--- config.mk ---
export PLATFORM = sky130hd
export DESIGN_NAME = wash_ctrl_seq
export DESIGN_NICKNAME = d
export VERILOG_FILES = /design/src/rtl/wash_pkg.sv /design/src/rtl/tick_gen.sv /design/src/rtl/wash_ctrl_seq.sv
export SDC_FILE = /design/constraint.sdc
export NUM_CORES = 1
export LEC_CHECK = 0
export ABC_CLOCK_PERIOD_IN_PS = 3900
export CAP_MARGIN = 20
export CORE_ASPECT_RATIO = 1.4
export CORE_UTILIZATION = 60
export DETAILED_ROUTE_END_ITERATION = 10
export PLACE_DENSITY = 0.84
export SLEW_MARGIN = 20
export SYNTH_ARGS = -nofsm -noshare
export SYNTH_HDL_FRONTEND = slang
export SYNTH_SLANG_ARGS = --single-unit
export TNS_END_PERCENT = 20
--- constraint.sdc ---
create_clock -name clk -period 3.9 [get_ports clk]
set_input_delay 0.78 -clock clk [delete_from_list [all_inputs] [get_ports clk]]
set_output_delay 0.78 -clock clk [all_outputs]
set_load 0.005 [all_outputs]
--- src/rtl/wash_pkg.sv ---
// Shared types for the washing-machine sequencer: FSM states, one-hot phase
// codes and the two-digit BCD countdown step.
package wash_pkg;

    typedef enum logic [2:0] {
        S_IDLE,
        S_WASH,
        S_DRAIN_A,
        S_RINSE,
        S_DRAIN_B,
        S_SPIN,
        S_DONE
    } state_e;

    localparam logic [2:0] ST_WASH  = 3'b100;
    localparam logic [2:0] ST_DRAIN = 3'b010;
    localparam logic [2:0] ST_RINSE = 3'b001;
    localparam logic [2:0] ST_NONE  = 3'b000;

    // Borrow from the tens digit when the units digit is already zero.
    function automatic logic [7:0] bcd_dec(input logic [7:0] v);
        logic [7:0] r;
        if (v[3:0] != 4'd0)
            r = {v[7:4], v[3:0] - 4'd1};
        else if (v[7:4] != 4'd0)
            r = {v[7:4] - 4'd1, 4'd9};
        else
            r = 8'h00;
        return r;
    endfunction

    function automatic logic [2:0] phase_status(input state_e s);
        logic [2:0] r;
        case (s)
            S_WASH:    r = ST_WASH;
            S_DRAIN_A: r = ST_DRAIN;
            S_RINSE:   r = ST_RINSE;
            S_DRAIN_B: r = ST_DRAIN;
            default:   r = ST_NONE;
        endcase
        return r;
    endfunction

endpackage

--- src/rtl/tick_gen.sv ---
// Free-running prescaler producing a one-clock pulse every DIV clocks;
// clr restarts the count so the next pulse lands exactly DIV clocks later.
module tick_gen #(
    parameter int DIV = 4
) (
    input  logic clk,
    input  logic rst_n,
    input  logic clr,
    output logic tick
);

    localparam int CNT_W = (DIV > 1) ? $clog2(DIV) : 1;
    localparam logic [CNT_W-1:0] LAST = CNT_W'(DIV - 1);

    logic [CNT_W-1:0] cnt_q, cnt_d;

    assign tick = (cnt_q == LAST);

    always_comb begin
        cnt_d = cnt_q + CNT_W'(1);
        if (clr || tick)
            cnt_d = '0;
    end

    always_ff @(posedge clk or negedge rst_n) begin
        if (!rst_n)
            cnt_q <= '0;
        else
            cnt_q <= cnt_d;
    end

endmodule

--- src/rtl/wash_ctrl_seq.sv ---
// Washing-machine program sequencer: wash/drain/rinse/drain rounds then spin,
// each phase counted down in BCD seconds, with pause, door interlock and warning blink.
module wash_ctrl_seq
    import wash_pkg::*;
#(
    parameter int         TICK_DIV  = 50_000_000,
    parameter int         CW        = 4,
    parameter logic [7:0] T_WASH    = 8'h60,
    parameter logic [7:0] T_DRAIN   = 8'h05,
    parameter logic [7:0] T_RINSE   = 8'h60,
    parameter logic [7:0] T_SPIN    = 8'h10,
    parameter int         BLINK_DIV = 1
) (
    input  logic          clk,
    input  logic          rst_n,
    input  logic          start,
    input  logic          pause,
    input  logic          door_open,
    input  logic [CW-1:0] cyindex,
    output logic [2:0]    status,
    output logic          spin,
    output logic [7:0]    time_bcd,
    output logic [CW-1:0] rounds_left,
    output logic          busy,
    output logic          done,
    output logic          warning
);

    localparam int BW = (BLINK_DIV > 1) ? $clog2(BLINK_DIV) : 1;
    localparam logic [BW-1:0] BLAST = BW'(BLINK_DIV - 1);
    localparam logic [CW-1:0] ONE   = CW'(1);

    state_e        state_q, state_d;
    logic [7:0]    time_q, time_d;
    logic [CW-1:0] rounds_q, rounds_d;
    logic          start_q;
    logic          zero_req_q, zero_req_d;
    logic          warn_q, warn_d;
    logic [BW-1:0] blink_q, blink_d;

    logic tick, start_rise, idle_like, launch, run, warn_cond;

    assign start_rise = start & ~start_q;
    assign idle_like  = (state_q == S_IDLE) || (state_q == S_DONE);
    assign launch     = idle_like && start_rise && (cyindex != '0) && !door_open;
    assign run        = tick && !idle_like && !pause && !door_open;
    assign warn_cond  = zero_req_q || (!idle_like && door_open);

    tick_gen #(.DIV(TICK_DIV)) u_tick (
        .clk   (clk),
        .rst_n (rst_n),
        .clr   (launch),
        .tick  (tick)
    );

    always_comb begin
        state_d  = state_q;
        time_d   = time_q;
        rounds_d = rounds_q;
        if (launch) begin
            state_d  = S_WASH;
            time_d   = T_WASH;
            rounds_d = cyindex;
        end else if (run) begin
            if (time_q != 8'h00) begin
                time_d = bcd_dec(time_q);
            end else begin
                case (state_q)
                    S_WASH:    begin state_d = S_DRAIN_A; time_d = T_DRAIN; end
                    S_DRAIN_A: begin state_d = S_RINSE;   time_d = T_RINSE; end
                    S_RINSE:   begin state_d = S_DRAIN_B; time_d = T_DRAIN; end
                    S_DRAIN_B: begin
                        if (rounds_q > ONE) begin
                            state_d = S_WASH;
                            time_d  = T_WASH;
                        end else begin
                            state_d = S_SPIN;
                            time_d  = T_SPIN;
                        end
                        if (rounds_q != '0)
                            rounds_d = rounds_q - ONE;
                    end
                    S_SPIN:    begin state_d = S_DONE;    time_d = 8'h00; end
                    default:   ;
                endcase
            end
        end
    end

    // A zero-round request keeps warning alive only while start is held high.
    always_comb begin
        zero_req_d = zero_req_q;
        if (!start)
            zero_req_d = 1'b0;
        else if (idle_like && start_rise && (cyindex == '0))
            zero_req_d = 1'b1;

        warn_d  = warn_q;
        blink_d = blink_q;
        if (!warn_cond) begin
            warn_d  = 1'b0;
            blink_d = '0;
        end else if (tick) begin
            if (blink_q == BLAST) begin
                blink_d = '0;
                warn_d  = ~warn_q;
            end else begin
                blink_d = blink_q + BW'(1);
            end
        end
    end

    always_ff @(posedge clk or negedge rst_n) begin
        if (!rst_n) begin
            state_q    <= S_IDLE;
            time_q     <= 8'h00;
            rounds_q   <= '0;
            start_q    <= 1'b0;
            zero_req_q <= 1'b0;
            warn_q     <= 1'b0;
            blink_q    <= '0;
        end else begin
            state_q    <= state_d;
            time_q     <= time_d;
            rounds_q   <= rounds_d;
            start_q    <= start;
            zero_req_q <= zero_req_d;
            warn_q     <= warn_d;
            blink_q    <= blink_d;
        end
    end

    assign status      = (door_open && !idle_like) ? ST_NONE : phase_status(state_q);
    assign spin        = (state_q == S_SPIN) && !door_open;
    assign time_bcd    = time_q;
    assign rounds_left = rounds_q;
    assign busy        = !idle_like;
    assign done        = (state_q == S_DONE);
    assign warning     = warn_q;

endmodule
After elaboration in Yosys (flattened, before gate mapping)
Cells that the tools add are included.
{"block": "word_totals", "reg_bits": 45, "mem_count": 0, "mem_bits_ro": 0, "elab_cells": 92, "mem_bits_rw": 0, "input_bits": 9, "output_inout_bits": 19, "latch_bits": 0}
{"block": "classes", "n_reduce_logical": 34, "n_eq_ne": 12, "mux": 28, "n_addsub": 5, "bitwise_logic": 3, "n_lt_le_gt_ge": 1, "div_mod_pow": 0, "shifts": 0, "mul": 0}
{"op": "8-bit 2-to-1 mux", "n": 5}
{"op": "8-bit one-hot mux with 4 select lines", "n": 1}
{"op": "26-bit by 1-bit adder with 26-bit output, second input constant", "n": 1}
{"op": "26-bit == test, second input constant", "n": 1}
{"op": "26-bit 2-to-1 mux", "n": 1}
{"op": "4-bit 2-to-1 mux", "n": 5}
{"op": "4-bit nonzero test", "n": 4}
{"op": "3-bit 2-to-1 mux", "n": 5}
{"op": "3-bit one-hot mux with 5 select lines", "n": 1}
{"op": "6-bit nonzero test", "n": 2}
{"op": "4-bit by 1-bit subtractor with 4-bit output, second input constant", "n": 3}
{"op": "3-bit == test, second input constant", "n": 3}
{"op": "1-bit logical AND", "n": 9}
{"op": "3-bit one-hot mux with 3 select lines", "n": 1}
{"op": "1-bit 2-to-1 mux", "n": 8}
{"op": "8-bit nonzero test", "n": 1}
{"op": "7-bit 2-to-1 mux", "n": 1}
{"op": "3-bit by 2-bit == test with 1-bit output, second input constant", "n": 2}
{"op": "3-bit AND reduction", "n": 2}
{"op": "2-bit nonzero test", "n": 3}
{"op": "4-bit by 1-bit > comparator with 1-bit output, second input constant", "n": 1}
{"op": "4-bit logical NOT", "n": 1}
{"op": "2-bit by 1-bit inequality test with 1-bit output, second input constant", "n": 2}
{"op": "2-bit inequality test, second input constant", "n": 2}
{"op": "11 further kinds", "n": 18}

Longest topological paths before layout
Gate-level depths: netlist (run 1).
{"block": "logic_depth", "depth_word": 8, "ltp_mapped": 8, "mapped_depth_nobuf": 7}

Modules after synthesis
Synthesis (run 1) repeated with hierarchy kept, for this count alone.
{"block": "unflattened", "cells_unflattened": 289, "hier_area_um2": 2760.1}
{"mod": "tick_gen", "cells_each": 149, "n_inst": 1, "area_per_inst_um2": 1446.4, "seq_area_each_um2": 650.6}
{"mod": "wash_ctrl_seq", "cells_each": 140, "n_inst": 1, "area_per_inst_um2": 1313.8, "seq_area_each_um2": 450.4}

Worst setup path after synthesis (run 1)
OpenSTA, ideal clock, no wires.
{"block": "synth_timing", "path_type": "flip-flop to flip-flop", "from": "register time_q[4], in the netlist time_bcd[4]", "to": "register rounds_q[2], in the netlist rounds_left[2]", "period_less_slack_ns": 2.299, "n_path_buf": 1, "required_ns": 3.818, "setup_slack_ns": 1.601, "arrival_time_ns": 2.217, "stages_incl_launch_ff": 9, "setup_ns": 0.082, "cell_sequence": "dfrtp_1 > inv_1 > ha_1 > or3b_2 > clkbuf_1 > nor4b_2 > nand2_1 > or3_1 > a31oi_1"}
{"block": "synth_via", "elab_chain_len": 3}
{"element": "start: declaration", "line_no": "wash_ctrl_seq.sv:34", "text": "logic [7:0] time_q, time_d;"}
{"element": "start signal: assignment", "line_no": "wash_ctrl_seq.sv:124", "text": "time_q <= time_d;"}
{"element": "8-bit nonzero test", "line_no": "wash_ctrl_seq.sv:65", "text": "if (time_q != 8'h00) begin"}
{"element": "2-bit by 1-bit inequality test with 1-bit output (no line)"}
{"element": "4-bit AND reduction (no line)"}
{"element": "end signal: assignment", "line_no": "wash_ctrl_seq.sv:125", "text": "rounds_q <= rounds_d;"}
{"element": "end: declaration", "line_no": "wash_ctrl_seq.sv:35", "text": "logic [CW-1:0] rounds_q, rounds_d;"}
No other way between the ends.
A chain may end at the register's enable or synchronous reset.

Final worst setup path (run 1)
{"block": "layout_timing", "from": "input door_open", "to": "output status[1]"}
{"block": "layout_via", "elab_chain_len": 2}
{"element": "start: declaration", "line_no": "wash_ctrl_seq.sv:18", "text": "input logic door_open,"}
{"element": "1-bit logical AND", "line_no": "wash_ctrl_seq.sv:133", "text": "assign status = (door_open && !idle_like) ? ST_NONE : phase_status(state_q);"}
{"element": "3-bit 2-to-1 mux", "line_no": "wash_ctrl_seq.sv:133"}
{"element": "end: declaration", "line_no": "wash_ctrl_seq.sv:20", "text": "output logic [2:0] status,"}
No other way between the ends.

==> impl_metrics.json, run 1 <==
{
  "synth_area_mm2": 0.002544,
  "path_buf_inv": 2,
  "top_layer": "met4",
  "ys_seq_area_frac": 0.4329,
  "routed_via_density": 6.177,
  "die_h_um": 79.04,
  "p_int_uw": 656.8,
  "die_w_um": 57.03,
  "p_switching_uw": 179.2,
  "fin_skew_ps": 6.583,
  "cts_made_buffers": 5,
  "switching_share": 0.2143,
  "nFillCells": 304,
  "hold_class": "primary input to asynchronous set/reset pin",
  "tns_ps": 0,
  "vias": 2168,
  "crit_top_cell": "clkdlybuf4s50_1",
  "post_drt_wl_per_cell_um": 16.25,
  "dr.first_iter.drc_count": 95,
  "power.static_leakage_uw": 0.001267,
  "worstPathRequired_ps": 3120,
  "n_antenna_cell": 0,
  "grt_max_degree": 45,
  "hold_viol_final": 0,
  "grt_overflow_total": 0,
  "worst_setup_path_end_kind": "output port",
  "track_usage": 0.2834,
  "insertion_delay_ps": 310,
  "outcome": "finished clean",
  "slowest_stage": "clkdlybuf4s50_1",
  "combinationalPowerShare": 0.030,
  "drc": 0,
  "antenna_found_initial": 0,
  "wl_um": 5702,
  "drtPass1Iterations": 4,
  "io_buffers": 27,
  "max_freq_ghz": 0.3419,
  "yosysWarnings": 0,
  "initial_core_util": 0.6381,
  "grt_pass1_vias": 2157,
  "synth_top_area_share": 0.4329,
  "cts_tree": "done",
  "worst_pin_slew_ps": 788.0,
  "async_reset_ff_frac": 1.000,
  "cts.sinks": 44,
  "clkPwrFrac": 0.424,
  "wl_met3_um": 241,
  "slew_violations": 0,
  "seqPwrFrac": 0.546,
  "synth_cell_types": 45,
  "clk_pin_slew_worst_paths_ps": 90,
  "cts-root-buf": "clkbuf_8",
  "io_pins": 28,
  "crit_fanout": 8,
  "syn_inst": 284,
  "worst-setup-path-type": "primary input to output port",
  "hpwl_um": 3989,
  "yosys_register_bits": 44,
  "grt_pass1_wl_um": 9742,
  "die-area_mm2": 0.004508,
  "power-per-cell-area_mw_per_mm2": 283.4,
  "syn_avg_cell_area_um2": 8.957,
  "cp.arrival_ps": 2140,
  "yosysTopAreaCell": "dfrtp_1",
  "place_congestion": 0.9477,
  "antenna_left": 0,
  "synth_area_leaders": "dfrtp_1 43%, xor2_1 6.5%, nor2_1 6.2%, nand4_1 3.4%, ha_1 3.0%",
  "finalCoreUtilization": 0.7401,
  "drv.max_cap_violation_count": 0,
  "synth_ff_type": "dfrtp_1",
  "slowest_delay_ps": 570,
  "coreArea_mm2": 0.003986,
  "worstPathCellList": "clkdlybuf4s50_1 -> nor3_1 -> clkdlybuf4s50_1",
  "finish.net_count": 322,
  "rsz0062_at_grt": "no",
  "synth_edf_count": 0,
  "maxSlewHeadroom": 0.4735,
  "drive_gt1_frac": 0.07468,
  "synth.most_common_cell": "dfrtp_1",
  "wl_met1_um": 2315,
  "cpLargestDelayFamily": "buffers and inverters",
  "h-tree-depth": 2,
  "postCtsSetupBuffers": 0,
  "finalCriticalPeriod_ps": 2925,
  "area_growth_pct": 15.99,
  "yosys-top-cells-count": "44 x dfrtp_1, 42 x nor2_1, 20 x nand2_1",
  "postCtsHoldBufs": 0,
  "cts_resized": 0,
  "start_kind": "primary input",
  "setup_viol": 0,
  "vdd_drop_max_uv": 235.3,
  "wl_met2_um": 2990,
  "clockBufferDepth": 2,
  "synthesis.nets": 299,
  "period_share": 0.7500,
  "core.rowCount": 27
}
[flip-flops by register name, indices dropped and copies added (netlist names)]
name / flops
rounds_left: 4
time_bcd: 8
warning: 1
u_tick.cnt_q: 26
zero_req_q: 1
start_q: 1
state_q: 3
[final timing paths]
check	cells after the start	to	slack, ps	from
max	3	status[1]	980	door_open
min	1	u_tick.cnt_q[6]	340	rst_n
max reg2reg	7	rounds_left[3]	1260	time_bcd[0]
min reg2reg	1	u_tick.cnt_q[0]	500	u_tick.cnt_q[0]
max in group asynchronous	2	u_tick.cnt_q[19]	3080	rst_n
min in group clk	1	u_tick.cnt_q[0]	500	u_tick.cnt_q[0]
[power by group through the flow]
stage	Clock [uW]	Sequential, uW	Combinational (uW)
after floorplan	0	466	4.05
after detailed placement	0	466	23.3
after CTS	360	456	23.2
after global routing	381	456	28.1
after global placement	0	466	22.9
final	354	456	25.3
[final cells by class]
| type | instances | area, um^2 | area share |
|---|---|---|---|
| clock buffers | 5 | 68.82 | 0.02332 |
| flip-flops and latches | 44 | 1101 | 0.3732 |
| multi-input cells | 218 | 1361 | 0.4614 |
| well taps | 43 | 53.80 | 0.01824 |
| repair buffers | 28 | 285.3 | 0.09669 |
| clock inverters | 3 | 42.54 | 0.01442 |
| inverters | 10 | 37.54 | 0.01272 |
[through the flow]
step	hold WS (ps)	setup slack [ps]	total power (uW)	area, um^2	cells
2_1_floorplan	454.7	1601	469.7	2544	284
3_3_place_gp	479.5	967.5	488.5	2813	342
3_5_place_dp	482.3	980.6	488.8	2813	342
4_1_cts	494.6	983.9	839.5	2924	350
5_1_grt	353.4	930.0	865.5	2950	351
6_report	343.0	975.1	836.0	2950	351
[routing by layer]
| layer | track usage | vias to the layer above |
|---|---|---|
| met5 | 0 | - |
| met4 | 0.1366 | 0 |
| met3 | 0.06189 | 13 |
| met2 | 0.4953 | 61 |
| met1 | 0.3244 | 1046 |
| li1 | - | 1048 |
[cell families (layout without fill, tap and decap cells)]
| family | after synthesis | after routing | synth area share |
|---|---|---|---|
| AO/OA/AOI/OAI | 38 | 38 | 0.09100 |
| XOR/XNOR | 27 | 27 | 0.09297 |
| adder cells (fa/ha/maj) | 6 | 6 | 0.02951 |
| buffers and inverters | 22 | 46 | 0.03443 |
| flip-flops | 44 | 44 | 0.4329 |
| multiplexers | 2 | 2 | 0.007870 |
| AND/OR/NAND/NOR | 145 | 145 | 0.3114 |
[cells in the final DEF (no fill, tap or decap), types with 3 or more instances in the layout]
cell / netlist / routed
clkdlybuf4s50_1: 0 / 26
clkbuf_8: 0 / 5
ha_1: 6 / 6
o21ai_0: 11 / 11
nand2_1: 20 / 20
nor3b_1: 6 / 6
inv_1: 10 / 10
or4_1: 3 / 3
or3_1: 4 / 4
nand3_1: 13 / 13
xor2_1: 19 / 19
dfrtp_1: 44 / 44
a31oi_1: 6 / 6
and2_1: 4 / 4
nor3_1: 11 / 11
nor4_1: 4 / 3
xnor2_1: 8 / 8
and3_1: 6 / 6
nand4_1: 14 / 14
nor2_1: 42 / 42
a21oi_1: 10 / 10
No activity file was read; power rests on OpenSTA's default activity.
==> inputs of run 2 (changes only) <==
Settings changed: ABC_CLOCK_PERIOD_IN_PS 3900 to 2850, CORE_UTILIZATION 60 to 56, PLACE_DENSITY 0.84 to 0.79.
Clock period 3.9 ns to 2.85 ns, I/O delays scaled along.
==> run 2 against run 1 <==
Against the previous run: worst setup slack worse by 700 ps; clock skew is 1.4 ps higher; sequential cell count did not move; cell count grew 5.4%; sequential share of layout area barely moved.
==> impl_metrics.json, run 2 (synthesis gave the netlist of run 1 again) <==
{
  "slowest_delay_ps": 580,
  "hold_viol_final": 0,
  "worst-setup-path-type": "flop to flop",
  "period_share": 0.9031,
  "initial_core_util": 0.5903,
  "power-per-cell-area_mw_per_mm2": 357.8,
  "dr.first_iter.drc_count": 102,
  "vdd_drop_max_uv": 228.4,
  "p_int_uw": 830.2,
  "wl_met1_um": 2330,
  "track_usage": 0.2590,
  "cts_resized": 0,
  "die_h_um": 81.75,
  "clk_pin_slew_worst_paths_ps": 80,
  "worstPathCellList": "inv_1 -> ha_1 -> or3b_2 -> nor4b_2 -> nand2_1 -> or3_1 -> a31oi_1",
  "path_buf_inv": 1,
  "maxSlewHeadroom": 0.3639,
  "drc": 0,
  "multi_input_area_mm2": 0.001355,
  "fin_skew_ps": 7.998,
  "reg2reg_from": "time_bcd[0]",
  "finalCriticalPeriod_ps": 2574,
  "crit_fanout": 6,
  "drv.max_cap_violation_count": 0,
  "combinationalPowerShare": 0.029,
  "finish.net_count": 324,
  "worst_pin_slew_ps": 954.2,
  "tns_ps": 0,
  "io_buffers": 27,
  "io_pins": 28,
  "cts_tree": "done",
  "h-tree-depth": 2,
  "antenna_found_initial": 0,
  "wl_met2_um": 2888,
  "outcome": "finished clean",
  "antenna_left": 0,
  "coreArea_mm2": 0.004309,
  "top_layer": "met4",
  "clkPwrFrac": 0.379,
  "drtPass1Iterations": 4,
  "mostFrequentLayoutCells": "44 x dfrtp_1, 42 x nor2_1, 26 x clkdlybuf4s50_1",
  "start_kind": "flop",
  "postCtsSetupBuffers": 0,
  "n_antenna_cell": 0,
  "slowest_stage": "nor4b_2",
  "nFillCells": 394,
  "grt_pass1_wl_um": 9432,
  "finalWorstSetupSlack_ps": 276.2,
  "cts_made_buffers": 5,
  "max_freq_ghz": 0.3885,
  "mostFrequentLayoutCell": "dfrtp_1",
  "core.rowCount": 28,
  "post_drt_wl_per_cell_um": 14.80,
  "largest_reg_flops": 26,
  "slew_violations": 0,
  "grt_overflow_total": 0,
  "cts-root-buf": "clkbuf_8",
  "rr_worst_depth": 7,
  "cpLargestDelayFamily": "simple AND/OR/NAND/NOR gates",
  "grt_max_degree": 45,
  "cp.arrival_ps": 2790,
  "wl_um": 5477,
  "postCtsHoldBufs": 0,
  "die_w_um": 58.96,
  "power.static_leakage_uw": 0.001270,
  "r2r_slack_ps": 280,
  "cts.sinks": 44,
  "drive_gt1_frac": 0.07742,
  "die-area_mm2": 0.004820,
  "area_growth_pct": 15.94,
  "p_switching_uw": 224.9,
  "worst_setup_path_end_kind": "flop",
  "hold_class": "primary input to asynchronous set/reset pin",
  "grt_pass1_vias": 2047,
  "place_congestion": 0.9179,
  "switching_share": 0.2132,
  "vias": 2122,
  "dp_slack_ps": 313.7,
  "seq_area_mm2": 0.001101,
  "wl_met3_um": 183,
  "hpwl_um": 3904,
  "top_register": "u_tick.cnt_q",
  "insertion_delay_ps": 290,
  "clockBufferDepth": 2,
  "setup_viol": 0,
  "worstReg2RegEnd": "rounds_left[2]",
  "seqPwrFrac": 0.592,
  "worstPathRequired_ps": 3060,
  "routed_via_density": 5.735,
  "rsz0062_at_grt": "no"
}
## run 2: changes by cell type in the layout (fill, tap and decap cells not counted)
cell        before  now
buf_12           1    0
bufinv_16        1    0
clkinv_2         1    2
clkbuf_8         5    6
buf_4            0    3
nor4_2           1    0
clkinvlp_4       1    0
nor4_1           3    4
## run 2: layout make-up
| cell class | count | share of cell area |
|---|---|---|
| clock inverter | 2 | 0.003394 |
| multi-input combinational | 218 | 0.4595 |
| sequential | 44 | 0.3734 |
| tap | 60 | 0.02546 |
| inverter | 10 | 0.01273 |
| clock buffer | 6 | 0.02800 |
| timing repair buffer | 30 | 0.09758 |
## run 2: layer usage
metal  up-vias  track usage
met2        54       0.4568
met3         6      0.04409
li1       1048            -
met4         0       0.1071
met5         -            0
met1      1014       0.3078
## run 2: stage by stage
| stage | utilization | total power [uW] | cell area, um^2 | hold WS [ps] | std cells |
|---|---|---|---|---|---|
| after floorplan | - | 642.7 | 2544 | 274.4 | 284 |
| after global placement | 0.6629 | 668.6 | 2856 | 481.1 | 362 |
| after detailed placement | 0.6629 | 668.8 | 2856 | 487.2 | 362 |
| after CTS | 0.6844 | 1069 | 2949 | 453.8 | 370 |
| after global routing | 0.6844 | 1102 | 2949 | 492.6 | 370 |
| final | 0.6844 | 1055 | 2949 | 425.3 | 370 |
## run 2: power by group through the flow
stage	sequential (uW)	clock [uW]	combinational [uW]
5_1_grt	625	442	35.0
3_3_place_gp	637	0	31.5
2_1_floorplan	637	0	5.54
4_1_cts	625	412	31.9
6_report	625	400	30.9
3_5_place_dp	637	0	31.7
## run 2: worst max path at each step
stage,from,depth (start not counted),slack (ps),end
floorplan,time_bcd[4],8,550,rounds_left[2]
detailed placement,time_bcd[0],7,310,rounds_left[2]
global route,time_bcd[0],7,130,rounds_left[2]
CTS,time_bcd[4],7,310,rounds_left[2]
finish,time_bcd[0],7,280,rounds_left[2]
global placement,time_bcd[0],7,360,rounds_left[2]
